**src/rtl/elastic_pkg.sv**
```systemverilog
// Shared sizing helpers for the elastic FIFO and its pointer registers.
package elastic_pkg;

  function automatic int unsigned ptr_width(input int unsigned n);
    return (n <= 1) ? 1 : $clog2(n);
  endfunction

  function automatic int unsigned cnt_width(input int unsigned n);
    return $clog2(n + 1);
  endfunction

endpackage

```
**src/rtl/elastic_fifo_ptr.sv**
```systemverilog
// Wrap-around slot pointer; advances on inc, wraps NUM_SLOTS-1 -> 0 by explicit compare.
module elastic_fifo_ptr
  import elastic_pkg::*;
#(
  parameter int unsigned NUM_SLOTS = 2
) (
  input  logic                              clk,
  input  logic                              rst,
  input  logic                              clr,
  input  logic                              inc,
  output logic [ptr_width(NUM_SLOTS)-1:0]   ptr
);

  localparam int unsigned PW = ptr_width(NUM_SLOTS);
  localparam logic [PW-1:0] LastSlot = PW'(NUM_SLOTS - 1);

  logic [PW-1:0] ptr_q, ptr_d;

  always_comb begin
    ptr_d = ptr_q;
    if (clr) begin
      ptr_d = '0;
    end else if (inc) begin
      ptr_d = (ptr_q == LastSlot) ? '0 : ptr_q + PW'(1);
    end
  end

  always_ff @(posedge clk) begin
    if (rst) begin
      ptr_q <= '0;
    end else begin
      ptr_q <= ptr_d;
    end
  end

  assign ptr = ptr_q;

endmodule

```
**src/rtl/elastic_fifo_occ.sv**
```systemverilog
// Elastic circular-buffer FIFO with any depth, optional fall-through, occupancy
// count, almost-full flag and synchronous flush.
module elastic_fifo_occ
  import elastic_pkg::*;
#(
  parameter int unsigned NUM_SLOTS    = 2,
  parameter int unsigned DATA_TYPE    = 32,
  parameter int unsigned FALL_THROUGH = 0,
  parameter int unsigned AF_THRESHOLD = NUM_SLOTS - 1
) (
  input  logic                              clk,
  input  logic                              rst,
  input  logic                              flush,
  input  logic [DATA_TYPE-1:0]              ins,
  input  logic                              ins_valid,
  output logic                              ins_ready,
  output logic [DATA_TYPE-1:0]              outs,
  output logic                              outs_valid,
  input  logic                              outs_ready,
  output logic [cnt_width(NUM_SLOTS)-1:0]   count,
  output logic                              almost_full
);

  localparam int unsigned PW = ptr_width(NUM_SLOTS);
  localparam int unsigned CW = cnt_width(NUM_SLOTS);

  logic [DATA_TYPE-1:0] mem_q [NUM_SLOTS];
  logic [PW-1:0]        head, tail;
  logic [CW-1:0]        count_q, count_d;
  logic                 full, empty;
  logic                 bypass_fire, write_en, read_en;

  assign full  = (count_q == CW'(NUM_SLOTS));
  assign empty = (count_q == '0);

  assign ins_ready = ~rst & (~full | outs_ready);
  assign write_en  = ins_valid & ins_ready & ~bypass_fire;
  assign read_en   = outs_ready & ~empty;

  // An empty fall-through FIFO presents the input directly; a consumed bypass
  // word never touches storage.
  always_comb begin
    outs        = mem_q[head];
    outs_valid  = ~empty & ~rst;
    bypass_fire = 1'b0;
    if (FALL_THROUGH != 0 && empty) begin
      outs        = ins;
      outs_valid  = ins_valid & ~rst;
      bypass_fire = ins_valid & outs_ready & ~rst;
    end
  end

  always_comb begin
    count_d = count_q;
    if (flush) begin
      count_d = '0;
    end else if (write_en && !read_en) begin
      count_d = count_q + CW'(1);
    end else if (!write_en && read_en) begin
      count_d = count_q - CW'(1);
    end
  end

  always_ff @(posedge clk) begin
    if (rst) begin
      count_q <= '0;
    end else begin
      count_q <= count_d;
    end
  end

  always_ff @(posedge clk) begin
    if (write_en && !flush) begin
      mem_q[tail] <= ins;
    end
  end

  elastic_fifo_ptr #(
    .NUM_SLOTS(NUM_SLOTS)
  ) u_head (
    .clk(clk),
    .rst(rst),
    .clr(flush),
    .inc(read_en),
    .ptr(head)
  );

  elastic_fifo_ptr #(
    .NUM_SLOTS(NUM_SLOTS)
  ) u_tail (
    .clk(clk),
    .rst(rst),
    .clr(flush),
    .inc(write_en),
    .ptr(tail)
  );

  assign count       = count_q;
  assign almost_full = (count_q >= CW'(AF_THRESHOLD));

endmodule

```
**config.mk**
```make
export PLATFORM = sky130hd
export DESIGN_NAME = elastic_fifo_occ
export DESIGN_NICKNAME = d
export VERILOG_FILES = /design/src/rtl/elastic_pkg.sv /design/src/rtl/elastic_fifo_ptr.sv /design/src/rtl/elastic_fifo_occ.sv
export SDC_FILE = /design/constraint.sdc
export NUM_CORES = 1
export LEC_CHECK = 0
export BUFFER_PORTS_ARGS = -buffer_cell sky130_fd_sc_hd__buf_2
export CAP_MARGIN = 10
export CORE_MARGIN = 5
export CORE_UTILIZATION = 51
export DETAILED_ROUTE_END_ITERATION = 8
export GPL_TIMING_DRIVEN = 0
export HOLD_SLACK_MARGIN = 0.1
export PLACE_DENSITY = 0.83
export SYNTH_ARGS = -nofsm -noshare
export SYNTH_HDL_FRONTEND = slang
export SYNTH_SLANG_ARGS = --single-unit
```
**constraint.sdc**
```tcl
create_clock -name clk -period 5.4 [get_ports clk]
set_input_delay 0.54 -clock clk [delete_from_list [all_inputs] [get_ports clk]]
set_output_delay 0.54 -clock clk [all_outputs]
set_load 0.05 [all_outputs]
```
==> summary.md <==
| Metric | Value |
|---|---|
| Status | `finished, final reports clean` |
| I/O pins | `74` |
| Hold Vio Cnt, Final | `0` |
| Synth area leaders | `edfxtp_1 (73%), mux2_2 (13%), dfxtp_1 (3.8%)` |
| Crit. End Element | `flip-flop` |
| Worst-path cell chain | `inv_1, ha_1, nor2b_1, or3_4, nor3b_4, buf_16` |
| Synth top area share | `0.734` |
| CP delay by family, top | `simple AND/OR/NAND/NOR gates` |
| CTS Sinks | `69` |
| Largest net degree at the start of global routing | `19` |
| Longest Clk Path Bufs | `2` |
| Syn Std Cell Area | `2620 sq um` |
| Die H | `81.7 microns` |
| Synth Area in Adders | `0.0191` |
| Max incr delay on CP | `730 ps` |
| RD Place Congestion | `0.729` |
| Levels on crit path | `6` |
| Final min period | `2430 ps` |
| R2R setup slack | `2970 ps` |
| Final core occ | `0.653` |
| Xor/xnor share of the synthesized area | `0.0100` |
| WL/cell | `15.5 microns` |
| Leading area contributor after synthesis | `edfxtp_1` |
| DRC | `0` |
| Avg Cell Area, Syn | `19.6 sq um` |
| Initial Utilization | `0.520` |
| WHS | `401 ps` |
| Kind of critical path | `flip-flop to flip-flop` |
| Slew of the pin with the lowest slew margin | `870 ps` |
| Setup crit end | `mem_q[1][21]` |
| Hpwl dp | `3.34 mm` |
| Synth top cells by count | `edfxtp_1 (64), mux2_2 (30), dfxtp_1 (5), inv_1 (5)` |
| H-tree depth | `3` |
| FP Rows | `26` |
| Unrepaired setup endpoints after global routing | `false` |
| Tot Pwr | `1.04 mW` |
| 1st-iter DRT viols | `73` |
| Core region area | `5040 sq um` |
| Vias in the first global route | `1528` |
| Worst-skew pair later-pin latency | `320 ps` |
| Detail-routed via count per cell | `4.84` |
| Ys Warns | `0` |
| Mux cell area share after synthesis | `0.138` |
| Initial antenna violation count | `0` |
| Post-route ant nets | `0` |
| Final nets | `261` |
| Most frequent cell after synthesis | `edfxtp_1` |
| Share of layout cells above drive strength 1 | `0.551` |
| Final Cycle Share | `0.450` |
| WP buf/inv | `2` |
| Synthesized net count | `175` |
| Worst-path maximum fanout | `18` |
| Max Cap Violations | `0` |
| Chip width | `81.7 microns` |
| Slowest CP cell | `nor3b_4` |
| Hold_buf cts | `0` |
| Asr flop ratio synth | `0` |
| Synth Register Bits | `69` |
| Max IR drop VDD | `0.181 mV` |
| Post-synthesis compound-gate area fraction | `0.0110` |
| Crit path arrival time | `2460 ps` |
| TritonCTS buffer count | `9` |
| Register area share after synthesis | `0.772` |
| Largest family of logic cells by synthesized area | `multiplexers` |
| Worst Skew | `5.90 ps` |
| DIE AREA | `6670 sq um` |
| EDFF count, synth | `64` |
| Cells after Synth | `134` |
| Fmax | `412 MHz` |
| Headroom to the max-slew limit | `0.419` |
| Area grow syn2layout | `25.7%` |
| Final Instance Area | `3290 sq um` |
| Count of final setup violators | `0` |
| Worst min-delay path startpoint | `ins[30]` |
| Dominant synthesized flop cell | `edfxtp_1` |
| Gr ovfl total | `0` |
| Worst EP required | `5440 ps` |
| CTS tree | `done` |
| Leakage power | `1.25 nW` |
| RR Endpoint | `mem_q[1][21]` |
| Overall routed net length | `4.59 mm` |
| Reg2reg path depth | `6` |
| TritonRoute pass-1 iters | `4` |
| Clk pin slew, worst setup/hold paths | `70 ps` |
| Slew Viols, Final | `0` |
| CP Launch Point | `count[0]` |
| First-pass GRT wire length | `6.92 mm` |
| Diodes inserted | `0` |
| Root Driver | `clkbuf_8` |
| Vias | `1428` |
| CTS-repair resized insts | `0` |
| Post-synthesis cell type count | `20` |
| Reg2reg start | `count[0]` |
| Startpoint types | `flip-flop` |
| Post-CTS Setup Bufs | `0` |
| Placed cell area | `3140 sq um` |
| Power Density | `317 nW/um^2` |
| GR Util All Layers | `0.147` |
| Port bufs | `71` |
| Setup_tns | `0 ps` |
| Hold crit path type | `primary input to flip-flop` |
| Simple-Gate Fraction of Synth Area | `0.0277` |
cells in the final DEF (no fill, tap or decap), types with 2 or more instances in the layout:
cell type,n
buf_2,71
clkbuf_8,9
nor3_1,3
nor2_1,3
mux2_1,2
clkbuf_1,3
buf_6,4
inv_1,5
clkinv_1,4
dfxtp_1,5
xor2_1,3
edfxtp_1,64
buf_4,3
ha_1,4
clkinvlp_4,2
mux2_2,30
report_power, final:
part / total [mW] / internal [mW] / switching [mW]
registers: 0.599 / 0.596 / 0.00349
clock network: 0.335 / 0.160 / 0.175
logic: 0.110 / 0.0352 / 0.0743
total: 1.04 / 0.791 / 0.252
worst register-to-register path, delay by kind of cell (launching register included):
kind	cells	cell delay (ps)
buffers and inverters	2	330
adders and majority gates	1	200
and+or+nand+nor	3	1250
DFF	1	360
through the flow:
stage                     setup slack, ps  cells
after floorplan                      1220    134
after global placement                454    275
after detailed placement             2950    279
after CTS                            2930    295
after global routing                 2840    295
final                                2970    295
cell families (layout without fill, tap and decap cells):
group / Yosys count / after routing
mux: 32 / 32
buf+inv: 11 / 102
compound gates: 3 / 3
xor+xnor: 3 / 3
fa+ha+maj: 4 / 4
simple gates: 12 / 12
flops: 69 / 69
worst min path at each step:
stage               slack [ps]           end  cells past startpoint
floorplan                  470    u_tail.ptr                      1
global placement           480    u_tail.ptr                      1
detailed placement         520    u_tail.ptr                      1
CTS                        380  mem_q[1][30]                      1
global route               380  mem_q[1][18]                      1
finish                     400  mem_q[0][30]                      1
registers in the layout, indices dropped and copies added, names as in the netlist, named ones only:
register and count:
u_head.ptr 1, u_tail.ptr 1, mem_q 64, count 2
area by class of cell:
| cell class | instances | area [sq um] |
|---|---|---|
| clock inverter | 6 | 30.0 |
| clock buffer | 10 | 128 |
| inverter | 5 | 18.8 |
| multi-input combinational | 54 | 549 |
| timing repair buffer | 75 | 417 |
| tap | 70 | 87.6 |
| fill | 389 | 1750 |
| sequential | 69 | 2020 |
| buffer | 6 | 41.3 |
routing by layer:
layer  GRT usage  wire (microns)  vias to the layer above
li1            -               -                      684
met1       0.153            1750                      690
met2       0.264            2470                       48
met3      0.0373             299                        6
met4      0.0897              68                        0
met5           0               0                        -
(Power assumes the default switching activity.)
